[config.mk]
export PLATFORM = sky130hd
export DESIGN_NAME = branch_resolve
export DESIGN_NICKNAME = d
export VERILOG_FILES = /design/src/rtl/branch_resolve.sv
export SDC_FILE = /design/constraint.sdc
export NUM_CORES = 1
export LEC_CHECK = 0
export BUFFER_PORTS_ARGS = -buffer_cell sky130_fd_sc_hd__buf_4
export CORE_UTILIZATION = 45
export DETAILED_ROUTE_END_ITERATION = 12
export SLEW_MARGIN = 10
export SYNTH_ARGS = -nofsm -noshare
export SYNTH_HDL_FRONTEND = slang
export SYNTH_SLANG_ARGS = --single-unit
[constraint.sdc]
create_clock -name clk -period 3 [get_ports clk]
set_input_delay 0.6 -clock clk [delete_from_list [all_inputs] [get_ports clk]]
set_output_delay 0.6 -clock clk [all_outputs]
set_load 0.05 [all_outputs]
[src/rtl/branch_resolve.sv]
// branch_resolve: multi-cycle RISC-V conditional branch resolver.
//
// The request is captured in IDLE. SUB registers a 33-bit difference of the
// operands. JUDGE saturates that difference to a 16-bit signed "imm" and
// evaluates the comparison class against it, which produces taken and
// next_pc. DONE holds every result until the consumer accepts it.
//
// Ports:
//   clk, rst                      clock, synchronous active-high reset
//   in_valid / in_ready           request handshake (in_ready only in IDLE)
//   funct3, rs1, rs2, pc, offset  branch request fields
//   out_valid / out_ready         result handshake (out_valid only in DONE)
//   judge_imm, judge_btype        saturated comparison value and its class
//   taken, next_pc, illegal       branch outcome
//
// Optional feature macro: BRANCH_RESOLVE_STATS_EN
//   When defined, this adds taken_count / resolved_count outputs. These are
//   32-bit wrapping counters of accepted results.
module branch_resolve #(
    parameter int XLEN = 32
) (
    input  logic              clk,
    input  logic              rst,
    input  logic              in_valid,
    output logic              in_ready,
    input  logic [2:0]        funct3,
    input  logic [XLEN-1:0]   rs1,
    input  logic [XLEN-1:0]   rs2,
    input  logic [XLEN-1:0]   pc,
    input  logic [XLEN-1:0]   offset,
    output logic signed [15:0] judge_imm,
    output logic [1:0]        judge_btype,
    output logic              out_valid,
    input  logic              out_ready,
    output logic              taken,
    output logic [XLEN-1:0]   next_pc,
    output logic              illegal
`ifdef BRANCH_RESOLVE_STATS_EN
    ,
    output logic [31:0]       taken_count,
    output logic [31:0]       resolved_count
`endif
);

    typedef enum logic [1:0] {IDLE, SUB, JUDGE, DONE} state_t;

    state_t st, st_nxt;

    logic [2:0]             f3_q;
    logic [XLEN-1:0]        a_q, b_q, pc_q, off_q;
    logic signed [XLEN:0]   diff_q;

    logic                   ill_c, uns_c, swap_c, taken_c;
    logic [XLEN:0]          ea, eb, diff_c;
    logic [1:0]             btype_c;
    logic signed [15:0]     imm_c;

    assign in_ready  = (st == IDLE);
    assign out_valid = (st == DONE);

    // ---------------- FSM ----------------
    always_ff @(posedge clk) begin
        if (rst) st <= IDLE;
        else     st <= st_nxt;
    end

    always_comb begin
        st_nxt = st;
        case (st)
            IDLE:    if (in_valid) st_nxt = SUB;
            SUB:     st_nxt = JUDGE;
            JUDGE:   st_nxt = DONE;
            DONE:    if (out_ready) st_nxt = IDLE;
            default: st_nxt = IDLE;
        endcase
    end

    // ---------------- decode / arithmetic ----------------
    always_comb begin
        ill_c  = (f3_q == 3'b010) || (f3_q == 3'b011);
        uns_c  = f3_q[1];                                // bltu / bgeu
        swap_c = (f3_q == 3'b100) || (f3_q == 3'b110);   // blt / bltu compute rs2-rs1
        ea     = uns_c ? {1'b0, a_q} : {a_q[XLEN-1], a_q};
        eb     = uns_c ? {1'b0, b_q} : {b_q[XLEN-1], b_q};
        diff_c = swap_c ? (eb - ea) : (ea - eb);

        case (f3_q)
            3'b001:         btype_c = 2'd3;   // bne: != 0
            3'b100, 3'b110: btype_c = 2'd2;   // blt/bltu: > 0
            3'b101, 3'b111: btype_c = 2'd1;   // bge/bgeu: >= 0
            default:        btype_c = 2'd0;   // beq and illegal codes
        endcase

        // Saturate to 16 bits while keeping the sign and the zero-ness.
        if (ill_c)                          imm_c = 16'sd0;
        else if (diff_q > 33'sd32767)       imm_c = 16'sh7fff;
        else if (diff_q < -33'sd32768)      imm_c = 16'sh8000;
        else                                imm_c = diff_q[15:0];

        case (btype_c)
            2'd0:    taken_c = (imm_c == 16'sd0);
            2'd1:    taken_c = !imm_c[15];
            2'd2:    taken_c = !imm_c[15] && (imm_c != 16'sd0);
            default: taken_c = (imm_c != 16'sd0);
        endcase
        if (ill_c) taken_c = 1'b0;
    end

    // ---------------- datapath registers ----------------
    always_ff @(posedge clk) begin
        if (rst) begin
            f3_q        <= '0;
            a_q         <= '0;
            b_q         <= '0;
            pc_q        <= '0;
            off_q       <= '0;
            diff_q      <= '0;
            judge_imm   <= '0;
            judge_btype <= '0;
            taken       <= 1'b0;
            next_pc     <= '0;
            illegal     <= 1'b0;
        end else begin
            case (st)
                IDLE: if (in_valid) begin
                    f3_q  <= funct3;
                    a_q   <= rs1;
                    b_q   <= rs2;
                    pc_q  <= pc;
                    off_q <= offset;
                end
                SUB: diff_q <= diff_c;
                JUDGE: begin
                    judge_imm   <= imm_c;
                    judge_btype <= ill_c ? 2'd0 : btype_c;
                    taken       <= taken_c;
                    next_pc     <= taken_c ? (pc_q + off_q) : (pc_q + XLEN'(4));
                    illegal     <= ill_c;
                end
                default: ;
            endcase
        end
    end

`ifdef BRANCH_RESOLVE_STATS_EN
    always_ff @(posedge clk) begin
        if (rst) begin
            taken_count    <= '0;
            resolved_count <= '0;
        end else if (out_valid && out_ready) begin
            resolved_count <= resolved_count + 32'd1;
            taken_count    <= taken_count + {31'd0, taken};
        end
    end
`endif

endmodule

* Word-level counts from Yosys, hierarchy flattened
Cells that the tools add are included. W data, S select, Z words.
Cells by class: add/subtract/negate cells 4, multipliers 0, div/mod/pow operators 0, magnitude comparators 2, equality and inequality tests 14, shift-type cells 0, muxes and demuxes 14, bitwise logic cells 0, reduce and logical (&&, ||, !) cells 12
Operators with widths (count):
- $mux W33 | 3
- $sub A33 B33 Y33 | 2
- $mux W16 | 3
- $gt A33 B16 Y1 const B | 1
- $lt A33 B16 Y1 const B | 1
- $add A32 B3 Y32 const B | 1
- $add A32 B32 Y32 | 1
- $mux W32 | 1
- $logic_not A16 Y1 | 1
- $reduce_bool A16 Y1 | 1
- $eq A3 B3 Y1 const B | 4
- $pmux W2 S4 | 1
- $eq A2 B2 Y1 const B | 3
- $eq A3 B2 Y1 const B | 2
- $mux W2 | 3
- $pmux W2 S3 | 1
- $eq A2 B1 Y1 const B | 2
- $logic_not A2 Y1 | 2
- $reduce_and A2 Y1 | 2
- $reduce_or A2 Y1 | 2
- $eq A3 B1 Y1 const B | 1
- $pmux W1 S3 | 1
- $logic_or A1 B1 Y1 | 2
- $ne A2 B1 Y1 const B | 1
- other kinds (4) | 4
Storage, ports and cells: register bits 218, bits in latches 0, memory bits (writable) 0, ROM bits 0, bits of input ports 135, output and inout bits 54, word-level logic and storage cells 58, memories 0

* Logic depth before layout (Yosys ltp)
Gate-level depths: netlist (run 1).
word-level depth 9, mapped depth 12, gate-level depth less buffers 12

* Least setup slack after synthesis (run 1)
OpenSTA, ideal clock, no wires.
path type register -> register, start point reg pc_q[7], end point reg next_pc[28], library setup time 131 ps, arrival time 2581 ps, required time 2869 ps, slack 288 ps, stages on the path, launching flop included 10, buffers on the path 0, clock period less this slack 2712 ps, cell sequence dfxtp_1 ha_1 a2111o_1 o21ai_1 a21oi_1 o41ai_2 nand2b_1 a311o_1 a221oi_1 nor3_1
Between the ends: word-level cells in the longest chain between the ends 2, elaborated cells on any way between the ends 3, classes of those cells add/sub: 2; mux: 1
Ends and longest elaborated chain:
- start: declaration | RTL line 50 | logic [XLEN-1:0] a_q, b_q, pc_q, off_q;
- start signal: assignment | RTL line 129 | pc_q <= pc;
- $add A32 B3 Y32 or $add A32 B32 Y32 (tied branches) | RTL line 137 | next_pc <= taken_c ? (pc_q + off_q) : (pc_q + XLEN'(4));
- $mux W32 * | RTL line 137
- end signal: assignment | RTL line 137
- end: declaration | RTL line 36 | output logic [XLEN-1:0] next_pc,
Mark *: on every way between the ends. The rest lies on a longest branch, timed or not. A chain may end at the register's enable or synchronous reset.

* Final worst setup path (run 1)
start point reg pc_q[0], end point reg next_pc[28]
Same word-level chain as after synthesis.

==> flow_summary.toml, run 1 <==
[synthesis]
syn_inst = 1859
synthArstFlopShare = 0
yosysUniqueCellTypes = 71
synth-edff-count = 0
ys_warn_count = 0
synth_top_flop_cell = "dfxtp_1"
netlist_area_sq_um = 13700
yosysSeqAreaShare = 0.320
synth-seq-cells = 218
postSynthAreaPerCell_sq_um = 7.35
synth_nets = 2097

[worst_setup_path]
crit_slowest_cell = "o41ai_4"
path_cells = "ha_1 > inv_1 > fa_1 > nand2b_1 > a21oi_2 > o21ai_2 > a21oi_4 > o41ai_4 > nand2b_1 > a311o_1 > a221oi_1 > nor3_1"
path_buf_inv = 1
cpPeakStageDelay_ns = 0.42
cp_max_fo = 3
crit_family = "compound AO/OA/AOI/OAI gates"
required_ns = 3.40
critPathMostFrequentCell = "nand2b_1"
end_kind = "flip-flop"
start_kind = "flip-flop"
worstSetupPathType = "flip-flop to flip-flop"
cp_data_arrival_time_ns = 3.26

[finish]
syn_to_final_growth_pct = 21.4
multiInputGateArea_sq_um = 8600
regArea_sq_um = 4360
diodes = 0
utilization = 0.558
final_area_sq_um = 16600
nets = 2263
layout-drive-gt1-share = 0.154
num-fill-cells = 2880

[timing]
worstMarginPinSlew_ns = 0.989
fin_worst_skew_ns = 0.0200
finalMaxSlewViolations = 0
rsz0062_at_grt = "true"
post-route-period-util = 0.956
fmax_mhz = 349
fin_hold_ws_ns = 0.295
max-slew-margin-rel = 0.338
min_period_ns = 2.87
hold_violations = 0
fin_tns_setup_ns = 0
setup_viol = 0

[routing]
drtAntennaViolNets = 0
vias = 13203
via_per_inst = 5.43
drc = 0
drt_iter0_drc = 812
finalWirelength_microns = 38800
dr.pass1.iters = 5
wl_per_cell_microns = 15.9

[pwr]
ir_drop_mv = 0.521
p_leak_nw = 6.97
power_density_nw_per_um2 = 1020
total_power_mw = 16.9

[placed_design]
io_buffers = 188
placed_area_sq_um = 15600
hpwl_microns = 28900
gp_congestion = 0.890

[min_path]
min_path_type = "input port to flip-flop"

[global_route]
grt_usage = 0.242
grt_first_pass_wirelength_microns = 61800
grt_antenna_before_repair = 0
grt_max_degree = 103
gr-total-overflow = 0
grt_pass1_vias = 12341

[floorplan]
fp.dieH_microns = 176
io_pins = 189
fp.coreArea_sq_um = 29700
die_w_microns = 176
rows = 63
die-area_sq_um = 31100
initial_utilization = 0.460

[clock_network]
clkTransAtPathRegs_ns = 0.07
clk_latency_ns = 0.55
cts_num_sinks = 218
clk_path_buf_depth = 3
cts_hold_buf = 0
cts_tree = "built"
cts_buffers = 26
h-tree-depth = 1
root_buffer = "clkbuf_16"

[flow_run]
max-cap-violations = 0

[outcome]
status = "completed"
## cells by family (layout without fill, tap and decap cells)
logic type / after synthesis / count (layout) / share of synthesized area
AND/OR/NAND/NOR: 694 / 694 / 0.222
AO/OA/AOI/OAI: 539 / 539 / 0.237
flip-flops: 218 / 218 / 0.320
buffers and inverters: 203 / 387 / 0.0570
adder cells (fa/ha/maj): 103 / 103 / 0.0960
XOR/XNOR: 72 / 72 / 0.0462
multiplexers: 30 / 30 / 0.0222
## final timing paths
check,slack [ns],startpoint,cells past startpoint,end
setup / recovery,0.13,pc_q[0],12,next_pc[28]
hold reg to reg,0.46,off_q[4],2,off_q[4]
setup reg to reg,0.13,pc_q[0],12,next_pc[28]
hold / removal,0.29,rs1[17],3,a_q[17]
## per-layer routing
| metal | part of all wire | global-route usage | up-vias |
|---|---|---|---|
| met4 | 0.019 | 0.0576 | 0 |
| met5 | 0 | 0 | - |
| li1 | - | - | 6772 |
| met1 | 0.47 | 0.327 | 6051 |
| met3 | 0.048 | 0.0267 | 51 |
| met2 | 0.46 | 0.410 | 329 |
## cells in the final DEF, fill, tap and decap left out, types with 8 or more instances in the layout
cell	instances
or3_1	8
nor4_1	10
nand2_1	388
clkbuf_16	27
buf_4	238
inv_1	97
a31oi_1	10
o211ai_1	29
dfxtp_1	218
o22ai_1	10
xor2_1	40
ha_1	98
nand3_1	27
nor2b_1	11
a211oi_1	28
o21ai_0	74
a21o_1	23
a21oi_1	270
nor3_1	23
nand2b_1	18
nand4_1	28
mux2i_1	28
nor2_1	132
xnor2_1	32
o21bai_1	23
## power by group
| group | internal (mW) | total [mW] | switching (mW) |
|---|---|---|---|
| clock network | 1.96 | 3.22 | 1.26 |
| registers | 3.69 | 4.33 | 0.638 |
| logic | 3.51 | 9.30 | 5.80 |
| total | 9.16 | 16.9 | 7.70 |
## final cells by class
class / count / area share
tap: 390 / 0.0294
clock inverter: 6 / 0.00536
sequential: 218 / 0.263
inverter: 97 / 0.0219
multi-input combinational: 1438 / 0.518
clock buffer: 40 / 0.0473
timing repair buffer: 244 / 0.114
## metrics by stage
stage / setup slack, ns / std cells
global placement: -0.0295 / 2386
detailed placement: -0.116 / 2386
CTS: 0.00722 / 2432
floorplan: 0.288 / 1859
global route: -0.0517 / 2433
finish: 0.132 / 2433
## cell usage after synthesis (6+ instances only)
library cell	number	area, sq um
nor3b_1	7	52.6
a21oi_1	273	1370
xor2_1	40	350
and3_1	7	43.8
nand3_1	27	135
a211oi_1	28	210
nand2b_1	18	113
xnor2_1	32	280
ha_1	100	1250
o21bai_1	23	173
dfxtp_1	218	4360
o22ai_1	10	62.6
or3_1	8	50.1
a31oi_1	10	62.6
inv_1	97	364
nor2b_1	12	75.1
mux2i_1	28	280
and2_1	6	37.5
a21o_1	23	173
nor3_1	23	115
nand2_1	389	1460
buf_1	11	41.3
o21ai_0	79	395
buf_2	7	35.0
clkbuf_1	87	327
o211ai_1	29	218
nand4_1	28	175
o21a_1	7	52.6
nor4_1	10	62.6
nor2_1	132	495
## state kept, by name, indices dropped and copies added (netlist names)
signal	flops
pc_q	32
diff_q	33
off_q	32
judge_btype	2
judge_imm	16
f3_q	3
st	2
a_q	32
taken	1
b_q	32
next_pc	32
illegal	1
## repair_timing
action | in CTS | in global routing
pin swaps | 0 | 4
resized for setup | 2 | 19
cloned | 0 | 0
setup buffers | 0 | 1
setup endpoints to repair | 8 | 16
## worst reg2reg max path: cells and delay by family (launching register included)
family | cells | cell delay [ns]
AOI/OAI and AO/OA | 6 | 1.54
adders and majority gates | 2 | 0.42
and+or+nand+nor | 3 | 0.36
DFF | 1 | 0.32
buffers and inverters | 1 | 0.07
(Power assumes the default switching activity.)
==> run 2: changes to the inputs <==
Settings changed: CELL_PAD_IN_SITES_DETAIL_PLACEMENT from default to 1, CELL_PAD_IN_SITES_GLOBAL_PLACEMENT from default to 2, CORE_UTILIZATION 45 to 36, PLACE_DENSITY_LB_ADDON from default to 0.1.
Clock period 3 ns to 3.45 ns, I/O delays scaled along.
==> run 2 against run 1 <==
  * Clock power is 16% lower
  * Final cell count rose by 3.3%
  * Maximum frequency shrank 10%
  * Power down 14%
==> flow_summary.toml, run 2 (synthesis results as in run 1) <==
[finish]
regArea_sq_um = 4360
syn_to_final_growth_pct = 19.9
layout-drive-gt1-share = 0.135
num-fill-cells = 4635
diodes = 0
multiInputGateArea_sq_um = 8530
final_area_sq_um = 16400
largest_reg_flops = 33
final_common_cell = "nand2_1"
final_cell_mix = "nand2_1, a21oi_1, dfxtp_1"
final_cells = 2513
nets = 2230
regMostFlops = "diff_q"

[placed_design]
hpwl_microns = 32800
io_buffers = 188
dpl_worst_slack_ns = 0.231
gp_congestion = 0.845
place_inst = 2467
placed_area_sq_um = 15500

[clock_network]
h-tree-depth = 1
root_buffer = "clkbuf_16"
clk_path_buf_depth = 3
clk_latency_ns = 0.56
post_cts_buffers = 0
cts_tree = "built"
clkTransAtPathRegs_ns = 0.06
cts_num_sinks = 218
cts_buffers = 27

[min_path]
min_path_type = "input port to flip-flop"
worstHoldPathCells = 3

[floorplan]
io_pins = 189
fp.coreArea_sq_um = 37000
rows = 70
fp.dieH_microns = 197
die_w_microns = 197
die-area_sq_um = 38700
initial_utilization = 0.370

[worst_setup_path]
worstSetupPathType = "flip-flop to flip-flop"
end_kind = "flip-flop"
path_cells = "ha_1 > a2111oi_1 > nor3_1 > o21ai_1 > a21oi_1 > o41ai_2 > nand2b_1 > a311o_1 > a221oi_1 > nor3_1"
cp_data_arrival_time_ns = 3.60
start_kind = "flip-flop"
required_ns = 3.86
crit_slowest_cell = "o41ai_2"
critPathMostFrequentCell = "nor3_1"
cpPeakStageDelay_ns = 0.50
worstRegToRegCells = 10
cp_max_fo = 7

[timing]
fin_worst_skew_ns = 0.00650
min_period_ns = 3.19
setup_viol = 0
worstMarginPinSlew_ns = 0.940
fin_tns_setup_ns = 0
fin_hold_ws_ns = 0.377
finalMaxSlewViolations = 0
rsz0062_at_grt = "false"
hold_violations = 0
max-slew-margin-rel = 0.371
fin_ws_ns = 0.257
fmax_mhz = 313
post-route-period-util = 0.926

[routing]
drt_iter0_drc = 481
drtAntennaViolNets = 0
wl_per_cell_microns = 17.1
finalWirelength_microns = 43000
vias = 13256
drc = 0
via_per_inst = 5.27
dr.pass1.iters = 5

[global_route]
grt_usage = 0.220
grt_first_pass_wirelength_microns = 69600
grt_pass1_vias = 13543
grt_max_degree = 115
grt_antenna_before_repair = 0
gr-total-overflow = 0

[pwr]
ir_drop_mv = 0.398
power_density_nw_per_um2 = 882
p_leak_nw = 6.77

[flow_run]
max-cap-violations = 0

[outcome]
status = "completed"
run 2: cell count changes in the layout (fill, tap and decap cells not counted), sizes merged:
cell / delta
buf: -34
bufinv: -1
clkbuf: -4
clkinv: +4
inv: +1
run 2: repair_timing:
item                                    in CTS  in global routing
gates resized for setup                      0                  1
hold buffers                                 0                  0
endpoints found under the setup margin       0                  1
endpoints found under the hold margin        0                  0
run 2: path summary, 6_finish.rpt:
| kind | end | start | slack, ns |
|---|---|---|---|
| worst max-delay path | next_pc[28] | pc_q[7] | 0.26 |
| worst min-delay path | b_q[26] | rs2[26] | 0.38 |
| worst max register to register | next_pc[28] | pc_q[7] | 0.26 |
| worst min register to register | off_q[4] | off_q[4] | 0.46 |
run 2: worst max-delay path: cells and delay by family (launching register included):
family | cells | cell delay (ns)
compound gates | 6 | 1.98
fa+ha+maj | 1 | 0.40
flops | 1 | 0.35
simple gates | 3 | 0.32
run 2: layout make-up:
type	instances	area share
clock buffer	36	0.0458
clock inverter	10	0.00535
inverter	97	0.0222
multi-input combinational	1438	0.521
sequential	218	0.267
tap	504	0.0385
timing repair buffer	210	0.100
run 2: routing by layer:
metal | part of all wire | track usage
met1 | 0.47 | 0.281
met2 | 0.48 | 0.387
met3 | 0.028 | 0.0260
met4 | 0.027 | 0.0606
met5 | 0 | 0
run 2: per-stage QoR:
step / total power, mW / utilization
finish: 14.4 / 0.443
CTS: 14.6 / 0.443
floorplan: 9.44 / -
global route: 15.6 / 0.443
detailed placement: 11.8 / 0.420
global placement: 11.7 / 0.420
run 2: where the power goes:
group          switching (mW)  total (mW)  internal (mW)  leakage (nW)
logic                    5.06        7.92           2.87          4.57
clock network            1.12        2.71           1.59         0.410
registers               0.605        3.81           3.21          1.78
==> run 3: changes to the inputs <==
Settings changed: CELL_PAD_IN_SITES_GLOBAL_PLACEMENT 2 to 1, CORE_UTILIZATION 36 to 45.
==> run 3 against run 2 <==
  * Highest routed layer unchanged
  * Utilization is 10 points higher
  * Sequential power hardly changed
  * Non-clock buffer count is 1 lower
  * Largest cell class unchanged
  * Worst setup slack worse by 0.0045 ns
  * First-iteration DRC count is 39% higher
  * Die area is 20% lower
  * Cell area is 0.61% lower
  * Register-to-register slack hardly changed
==> flow_summary.toml, run 3 (synthesis results as in run 1) <==
[outcome]
status = "completed"

[clock_network]
cts_hold_buf = 0
clkTransAtPathRegs_ns = 0.06
cts_tree = "built"
root_buffer = "clkbuf_16"
cts_num_sinks = 218
h-tree-depth = 1
clk_latency_ns = 0.54
clk_path_buf_depth = 3
cts_buffers = 26

[finish]
largest_reg_flops = 33
diodes = 0
syn_to_final_growth_pct = 19.1
final_cell_mix = "nand2_1, a21oi_1, dfxtp_1"
num-fill-cells = 3765
layout-drive-gt1-share = 0.136
nets = 2228
regMostFlops = "diff_q"
final_common_cell = "nand2_1"

[worst_setup_path]
cpPeakStageDelay_ns = 0.47
crit_family = "compound AO/OA/AOI/OAI gates"
path_depth = 12
required_ns = 3.86
end_kind = "flip-flop"
worstRegToRegCells = 12
path_cells = "inv_1 > ha_1 > fa_1 > inv_1 > a21oi_1 > o21bai_1 > o21ai_0 > o31ai_1 > a21boi_0 > o31ai_1 > a2111oi_0 > nand3b_1"
path_buf_inv = 2
timing.rr.start = "b_q[0]"
cp_max_fo = 3
worstSetupPathType = "flip-flop to flip-flop"
crit_slowest_cell = "o31ai_1"
start_kind = "flip-flop"
startpoint = "b_q[0]"
cp_data_arrival_time_ns = 3.61

[routing]
via_per_inst = 5.63
drc = 0
wl_per_cell_microns = 17.6
drtAntennaViolNets = 0
dr.pass1.iters = 5
finalWirelength_microns = 42200
vias = 13504
drt_iter0_drc = 668

[global_route]
grt_first_pass_wirelength_microns = 69700
grt_antenna_before_repair = 0
grt_usage = 0.271
grt_max_degree = 123
grt_pass1_vias = 13826
gr-total-overflow = 0

[timing]
setup_viol = 0
hold_violations = 0
finalMaxSlewViolations = 0
fin_hold_ws_ns = 0.392
min_period_ns = 3.20
worstMarginPinSlew_ns = 0.958
rsz0062_at_grt = "false"
fin_tns_setup_ns = 0
max-slew-margin-rel = 0.361
fmax_mhz = 313
post-route-period-util = 0.927
fin_worst_skew_ns = 0.0200

[floorplan]
die-area_sq_um = 31100
initial_utilization = 0.460
rows = 63
die_w_microns = 176
io_pins = 189
fp.dieH_microns = 176
fp.coreArea_sq_um = 29700

[placed_design]
io_buffers = 188
gp_congestion = 0.889
hpwl_microns = 31500

[min_path]
min_path_type = "input port to flip-flop"
hp-start = "offset[3]"
worstHoldPathCells = 3

[flow_run]
max-cap-violations = 0

[pwr]
power_density_nw_per_um2 = 899
ir_drop_mv = 0.395
p_leak_nw = 6.81
-- run 3: path summary, 6_finish.rpt --
check / end / slack (ns)
worst max-delay path: diff_q[28] / 0.25
worst min-delay path: off_q[3] / 0.39
worst max register to register: diff_q[28] / 0.25
worst min register to register: judge_imm[3] / 0.46
-- run 3: tightest hold or removal path: cells and delay by family --
family | cells | cell delay (ns)
AOI/OAI and AO/OA | 1 | 0.05
buffers and inverters | 1 | 0.11
and+or+nand+nor | 1 | 0.04
-- run 3: routing by layer --
| metal | wire length [microns] | track usage |
|---|---|---|
| met5 | 0 | 0 |
| met4 | 673 | 0.0620 |
| met3 | 1510 | 0.0273 |
| met2 | 20900 | 0.488 |
| met1 | 19200 | 0.344 |
-- run 3: power by group --
part           switching, mW  leakage (nW)  internal, mW
sequential             0.623          1.78          3.21
clock                   1.11         0.448          1.75
combinational           5.08          4.57          2.85
total                   6.82          6.81          7.81
-- run 3: cell type report --
type	instances	area, sq um	area share
clock buffers	39	801	0.0492
clock inverters	9	105	0.00646
inverters	97	364	0.0224
multi-input cells	1438	8540	0.525
flip-flops and latches	218	4360	0.268
well taps	390	488	0.0300
repair buffers	209	1610	0.0990
-- run 3: repair_timing --
item / 4_1_cts / 5_1_grt
buffers inserted: 0 / 0
endpoints found under the setup margin: 0 / 4
gates resized for setup: 0 / 2
-- run 3: metrics by stage --
stage          instances  power, mW  area [sq um]  setup WS (ns)   util
4_1_cts             2400       14.7         16300         0.0872  0.547
6_report            2400       14.6         16300          0.252  0.548
3_3_place_gp        2352       11.5         15400          0.356  0.517
5_1_grt             2400       15.7         16300         0.0332  0.548
3_5_place_dp        2352       11.7         15400          0.134  0.517
2_1_floorplan       1859       9.44         13700          0.738      -
